[src/rtl/reg_file_sb_pkg.sv]
// Shared constants for the scoreboarded register file: default geometry,
// address/count width helpers and the index of the hardwired-zero register.
package reg_file_sb_pkg;

    localparam int DEF_WIDTH = 32;
    localparam int DEF_DEPTH = 32;
    localparam int ZERO_REG  = 0;

    function automatic int addr_width(input int depth);
        return $clog2(depth);
    endfunction

    // One extra code point so the count can represent every register.
    function automatic int count_width(input int depth);
        return $clog2(depth + 1);
    endfunction

endpackage

[src/rtl/reg_file_sb_cell.sv]
// One architectural register word: load-enabled flop with asynchronous clear.
module reg_cell #(
    parameter int WIDTH = 32
) (
    input  logic             clk,
    input  logic             reset,
    input  logic             en,
    input  logic [WIDTH-1:0] d,
    output logic [WIDTH-1:0] q
);

    always_ff @(posedge clk or negedge reset) begin
        if (!reset) begin
            q <= '0;
        end else if (en) begin
            q <= d;
        end
    end

endmodule

[src/rtl/reg_file_sb.sv]
// Register file with a per-register pending (scoreboard) bit, writeback
// bypass on both read ports and a registered count of pending registers.
module reg_file_sb
    import reg_file_sb_pkg::*;
#(
    parameter  int WIDTH = DEF_WIDTH,
    parameter  int DEPTH = DEF_DEPTH,
    localparam int AW    = addr_width(DEPTH),
    localparam int CW    = count_width(DEPTH)
) (
    input  logic             clk,
    input  logic             reset,
    input  logic             wr_en,
    input  logic [AW-1:0]    wr_addr,
    input  logic [WIDTH-1:0] wr_data,
    input  logic             issue_en,
    input  logic [AW-1:0]    issue_rd,
    input  logic [AW-1:0]    rs1_addr,
    input  logic [AW-1:0]    rs2_addr,
    output logic [WIDTH-1:0] rs1_data,
    output logic [WIDTH-1:0] rs2_data,
    output logic             rs1_busy,
    output logic             rs2_busy,
    output logic [CW-1:0]    busy_count
);

    // Register 0 and addresses beyond DEPTH are inert for reads, writes and issues.
    function automatic logic addr_ok(input logic [AW-1:0] a);
        return (a != AW'(ZERO_REG)) && (int'(a) < DEPTH);
    endfunction

    logic             wr_ok;
    logic             iss_ok;
    logic [WIDTH-1:0] regs [DEPTH];
    logic [DEPTH-1:0] busy;
    logic [DEPTH-1:0] busy_next;
    logic             set_new;
    logic             clr_new;

    assign wr_ok  = wr_en && addr_ok(wr_addr);
    assign iss_ok = issue_en && addr_ok(issue_rd);

    assign regs[ZERO_REG] = '0;

    for (genvar i = 1; i < DEPTH; i++) begin : g_cell
        reg_cell #(.WIDTH(WIDTH)) u_cell (
            .clk   (clk),
            .reset (reset),
            .en    (wr_ok && (wr_addr == AW'(i))),
            .d     (wr_data),
            .q     (regs[i])
        );
    end

    always_comb begin
        rs1_data = '0;
        rs1_busy = 1'b0;
        if (reset && addr_ok(rs1_addr)) begin
            if (wr_ok && (wr_addr == rs1_addr)) begin
                rs1_data = wr_data;
            end else begin
                rs1_data = regs[rs1_addr];
                rs1_busy = busy[rs1_addr];
            end
        end
    end

    always_comb begin
        rs2_data = '0;
        rs2_busy = 1'b0;
        if (reset && addr_ok(rs2_addr)) begin
            if (wr_ok && (wr_addr == rs2_addr)) begin
                rs2_data = wr_data;
            end else begin
                rs2_data = regs[rs2_addr];
                rs2_busy = busy[rs2_addr];
            end
        end
    end

    // Issue is applied after writeback so a new producer supersedes the retiring one.
    always_comb begin
        busy_next = busy;
        if (wr_ok) begin
            busy_next[wr_addr] = 1'b0;
        end
        if (iss_ok) begin
            busy_next[issue_rd] = 1'b1;
        end
    end

    assign set_new = iss_ok && !busy[issue_rd];
    assign clr_new = wr_ok && busy[wr_addr] && !(iss_ok && (issue_rd == wr_addr));

    always_ff @(posedge clk or negedge reset) begin
        if (!reset) begin
            busy       <= '0;
            busy_count <= '0;
        end else begin
            busy       <= busy_next;
            busy_count <= busy_count + CW'(set_new) - CW'(clr_new);
        end
    end

endmodule

[config.mk]
export PLATFORM = sky130hd
export DESIGN_NAME = reg_file_sb
export DESIGN_NICKNAME = d
export VERILOG_FILES = /design/src/rtl/reg_file_sb_pkg.sv /design/src/rtl/reg_file_sb_cell.sv /design/src/rtl/reg_file_sb.sv
export SDC_FILE = /design/constraint.sdc
export NUM_CORES = 2
export LEC_CHECK = 0
export CORE_MARGIN = 1.5
export CORE_UTILIZATION = 45
export CTS_CLUSTER_DIAMETER = 120
export CTS_CLUSTER_SIZE = 20
export DETAILED_ROUTE_END_ITERATION = 16
export DONT_BUFFER_PORTS = 1
export PLACE_DENSITY = 0.6
export SLEW_MARGIN = 5
export SYNTH_ARGS = -nofsm -noshare
export SYNTH_HDL_FRONTEND = slang
export SYNTH_HIERARCHICAL = 1
export SYNTH_SLANG_ARGS = --single-unit
[constraint.sdc]
create_clock -name clk -period 3.19 [get_ports clk]
set_clock_uncertainty 0.2 [all_clocks]
set_input_delay 0.1595 -clock clk [delete_from_list [all_inputs] [get_ports clk]]
set_output_delay 0.1595 -clock clk [all_outputs]
set_load 0.05 [all_outputs]
# Yosys cells after proc, flatten, opt, wreduce, memory -nomap -nowiden
# Cells that the tools add are included.
[totals]
register_bits = 1030
in_bits = 56
out_inout_bits = 72
elab_cells = 159
[classes]
n_addsub = 2
n_lt_le_gt_ge = 8
n_eq_ne = 34
muxes = 28
bitwise = 5
n_reduce_logical = 49
[op_table]
columns = ["op", "n"]
rows = [
  ["$bmux 32 s5", 2],
  ["$mux 32", 10],
  ["$eq 5x5->1 const B", 16],
  ["$logic_and 1x1->1", 43],
  ["$eq 5x4->1 const B", 8],
  ["$and 32x32->32", 1],
  ["$not 32->32", 1],
  ["$or 32x32->32", 1],
  ["$lt 5x6->1 const B", 4],
  ["$bmux 1 s5", 4],
  ["$eq 5x3->1 const B", 4],
  ["$reduce_bool 5->1", 4],
  ["$eq 5x5->1", 3],
  ["$ge 6x6->1 const B", 2],
  ["$not 5->6", 2],
  ["$demux 1 s5", 2],
  ["$eq 5x2->1 const B", 2],
  ["$ge 5x1->1 const B", 2],
  ["$mux 1", 10],
  ["$add 6x1->6", 1],
  ["$sub 6x1->6", 1],
  ["$eq 5x1->1 const B", 1],
  ["$logic_not 1->1", 2],
]

# Longest topological paths before layout
[logic_depth]
depth_word = 9
ltp_mapped = 15
mapped_depth_nobuf = 14

# By module
# The synthesis kept the hierarchy.
[by_module_without_submodules]
columns = ["mod", "n_inst", "cells_each", "area_each_um2", "seq_area_each_um2"]
rows = [
  ["reg_cell", 31, 68, 1345.0, 800.8],
  ["reg_file_sb", 1, 1812, 19962.9, 950.9],
]

# Worst setup path after synthesis
# Ideal clock, no wire load.
[synth_path]
kind = "input to output"
start = "in wr_addr[1]"
end = "out rs1_data[0]"
t_arrival_ns = 3.065
t_required_ns = 2.830
path_slack_ns = -0.234
path_stages = 8
n_path_buf = 3
cell_sequence = "buf_2 > or2_1 > buf_6 > o41ai_4 > nor4_1 > or2_1 > buf_6 > o41ai_1"
[synth_via]
elab_chain_cells = 5
word_cells_on_any_way = 6
cone_classes = "eq/ne (1); mux (2); reduce/logical (3)"
[synth_rtl]
columns = ["element", "line_no", "text"]
rows = [
  ["from (decl)", "reg_file_sb.sv:14", "input logic [AW-1:0] wr_addr,"],
  ["$reduce_bool 5->1", "reg_file_sb.sv:29", "return (a != AW'(ZERO_REG)) && (int'(a) < DEPTH);"],
  ["$logic_and 1x1->1", "reg_file_sb.sv:40", "assign wr_ok = wr_en && addr_ok(wr_addr);"],
  ["$logic_and 1x1->1 *", "reg_file_sb.sv:59", "if (wr_ok && (wr_addr == rs1_addr)) begin"],
  ["$mux 32 *", "reg_file_sb.sv:59", ""],
  ["$mux 32 *", "reg_file_sb.sv:58", "if (reset && addr_ok(rs1_addr)) begin"],
  ["to (decl)", "reg_file_sb.sv:20", "output logic [WIDTH-1:0] rs1_data,"],
]
# Every way passes the cells marked *; elsewhere a longest branch is shown, timed or not.

# Worst setup path after layout
[layout_path]
start = "in rs1_addr[0]"
end = "out rs1_data[9]"
[layout_via]
elab_chain_cells = 6
word_cells_on_any_way = 10
cone_classes = "eq/ne (1); mux (5); bitwise (1); reduce/logical (3)"
[layout_rtl]
columns = ["element", "line_no", "text"]
rows = [
  ["from (decl)", "reg_file_sb.sv:18", "input logic [AW-1:0] rs1_addr,"],
  ["$not 5->6 (not written as such)", "reg_file_sb.sv:62", "rs1_data = regs[rs1_addr];"],
  ["$bmux 32 s5", "reg_file_sb.sv:62", ""],
  ["$mux 32 (not written as such) (2 in series)", "reg_file_sb.sv:62", ""],
  ["$mux 32", "reg_file_sb.sv:59", ""],
  ["$mux 32 *", "reg_file_sb.sv:58", ""],
]
# Every way passes the cells marked *; elsewhere a longest branch is shown, timed or not. The select of a mux whose other input is x is not followed.

==> impl_metrics.py <==
metrics = {
    "clock_tree": {
        "cts_tree": "done",
        "cts-root-buf": "clkbuf_16",
        "clockBufferDepth": 3,
        "insertion_delay_ns": 0.73,
        "cts.sinks": 1030,
        "clkSlewWorstSetupHoldPaths_ns": 0.09,
        "numCtsBuffers": 58,
        "htree_num_levels": 2,
    },
    "flow_run": {
        "max-cap-violations": 0,
    },
    "logic_synthesis": {
        "synth_top_cell_area_share_pct": 41.8,
        "yosys.area_share.simple_pct": 2.54,
        "ys.flop_type": "dfrtp_1",
        "yosys.area_share.adder_pct": 0.154,
        "synth-compound-area-share_pct": 5.73,
        "synth_cells": 3920,
        "synth-edff-count": 0,
        "synthArstFlopShare_pct": 100,
        "yosysTopAreaCell": "dfrtp_1",
        "syn_area_um2": 61700,
        "synth_fp_nets": 3983,
        "yosys_warnings": 6,
        "synth-xor-area-share_pct": 0.270,
        "ys_seq_elements": 1030,
        "synth_top_family_by_area": "multiplexers",
        "yosysUniqueCellTypes": 63,
        "synth.area.top_cells": "dfrtp_1 42%, mux2_4 23%, mux4_2 16%, mux2_2 3.3%, buf_12 3.1%",
        "yosys-mux-area-fraction_pct": 43.9,
        "postSynthAreaPerCell_um2": 15.7,
        "ys_seq_area_share_pct": 41.8,
    },
    "route": {
        "drt_iter0_drc": 3880,
        "wire_per_inst_um": 35.5,
        "ant_nets": 0,
        "via_per_inst": 6.61,
        "drc_errors": 0,
        "vias": 38400,
        "drt_wl_total_um": 206000,
        "drt-pass1-iter-count": 7,
    },
    "global_routing": {
        "antenna_found_initial": 12,
        "grt_max_degree": 279,
        "grt-ovfl-total": 0,
        "grt_pass1_wl_um": 299000,
        "gr-usage-all-layers_pct": 29.3,
        "first_global_vias": 39700,
    },
    "final_layout": {
        "drive_gt1_share_pct": 50.5,
        "area_delta_synth_final_pct": 9.83,
        "mostFrequentLayoutCells": "1,030 x dfrtp_1, 930 x mux2_4, 430 x mux4_2",
        "finalNetCount": 4069,
        "final_cell_count_no_fill": 5814,
        "layout_commonest_cell": "dfrtp_1",
    },
    "placed_design": {
        "gp_congestion": 0.832,
        "dp_hpwl_um": 113000,
        "numPortBuffers": 0,
        "placed_cells": 5590,
    },
    "sta": {
        "tightest_slew_ns": 1.25,
        "relSlewSlack_pct": 17.0,
        "min_period_ns": 3.35,
        "fin_crit_sh_pct": 105,
        "hold_viol_final": 492,
        "finalMaxSlewViolations": 0,
        "layout_setup_ws_ns": -0.161,
        "setup_viol": 31,
        "rsz0062_at_grt": "true",
        "max_freq_mhz": 298,
        "holdWs_ns": -1.08,
    },
    "power": {
        "powerDensity_nw_per_um2": 539,
        "p_leak_nw": 28.8,
        "vdd_ir_drop_max_mv": 0.584,
        "power_w": 0.0365,
    },
    "die": {
        "rows": 135,
        "ios": 128,
        "die_w_um": 373,
        "core_um2": 136000,
        "die-height_um": 373,
        "initial_core_util_pct": 45.5,
        "dieArea_um2": 139000,
    },
    "status": {
        "status": "finished, violations left",
        "violations": "negative hold slack, negative setup slack",
    },
    "min_path": {
        "hold_class": "input pin to asynchronous set/reset pin",
    },
    "worst_setup_path": {
        "crit_required_ns": 2.83,
        "worstSetupPathType": "input pin to output port",
        "arrival_ns": 2.99,
        "r2r_cells": 11,
        "reg2reg_from": "busy[3]$_DFF_PN0_",
        "crit_fanout": 278,
        "startpoint": "rs1_addr[0]",
        "endpoint_kind": "output port",
        "startpoint_type": "input pin",
    },
}
## worst paths after layout
path / end / slack, ns
setup / recovery: rs1_data[9] / -0.16
hold / removal: g_cell[8].u_cell/q[30]$_DFFE_PN0P_ / -1.08
setup reg to reg: busy_count[4]$_DFF_PN0_ / 0.01
hold reg to reg: busy[0]$_DFF_PN0_ / 0.32
max in group asynchronous: g_cell[1].u_cell/q[10]$_DFFE_PN0P_ / 1.00
min in group clk: busy_count[1]$_DFF_PN0_ / 0.03
## flip-flops by register name, indices dropped and copies added, names as in the netlist
name / count
g_cell.u_cell/q: 992
busy: 32
busy_count: 6
## cell type report
class,count,area (um2)
clock buffer,58,1450
clock inverter,6,68.8
antenna,23,57.6
fill,11400,67900
inverter,10,37.5
tap,1781,2230
sequential,1030,25800
timing repair buffer,395,5070
multi-input combinational,2511,33000
## critical path: stages
cell and delay (ns):
or4_1 0.80, o21ai_2 0.39, or2_4 0.51, buf_4 0.28, o21ai_1 0.16, buf_12 0.18
## per-stage QoR
step           hold WS (ns)  instance area, um2  util, %  TNS [ns]  setup WS, ns
4_1_cts               -1.12               67500     49.7  -0.00273      -0.00273
3_5_place_dp         -0.332               64300     47.4    -68.03        -0.341
6_report              -1.08               67700     49.9     -2.56        -0.161
2_1_floorplan        -0.336               61700        -    -0.467        -0.233
5_1_grt               -1.10               67700     49.9    -0.356        -0.132
3_3_place_gp         -0.332               64300     47.4    -60.24        -0.303
## Yosys cell counts, types with 29 or more instances
library cell,instances
dfrtp_1,1030
mux2_4,930
mux4_2,430
mux2_2,178
mux2i_1,140
a22oi_1,119
nand2_1,118
clkbuf_1,111
buf_12,94
buf_2,81
o21ai_0,77
nor2_1,66
a21oi_1,56
nor3_1,50
buf_6,42
o22ai_1,40
a211oi_1,37
nor2b_1,37
a221o_1,29
## metal layers
| metal | vias up | part of all wire, % | GRT usage [%] |
|---|---|---|---|
| met5 | - | 0.019 | 0 |
| met4 | 6 | 3.5 | 10.4 |
| met3 | 324 | 8.1 | 5.82 |
| met2 | 1753 | 45 | 44.2 |
| met1 | 21000 | 43 | 42.1 |
| li1 | 15300 | - | - |
## repair_timing
action / 4_1_cts / 5_1_grt
gates cloned: 0 / 1
setup endpoints to repair: 14 / 38
endpoints found under the hold margin: 1449 / 388
hold buffers: 123 / 4
resized for setup: 21 / 26
buffers inserted: 5 / 4
pin swaps: 5 / 10
## cells by family after synthesis
family,after synthesis
mux,1678
flops,1030
compound gates,474
buf+inv,380
simple gates,332
xor+xnor,19
fa+ha+maj,7
## power by group
group | switching, W | internal [W] | leakage, nW
Clock | 0.00467 | 0.00327 | 0.744
Combinational | 0.00376 | 0.00694 | 14.9
Sequential | 0.00223 | 0.0156 | 13.1
Total | 0.0107 | 0.0259 | 28.8
Power figures use the tool's default switching activity.
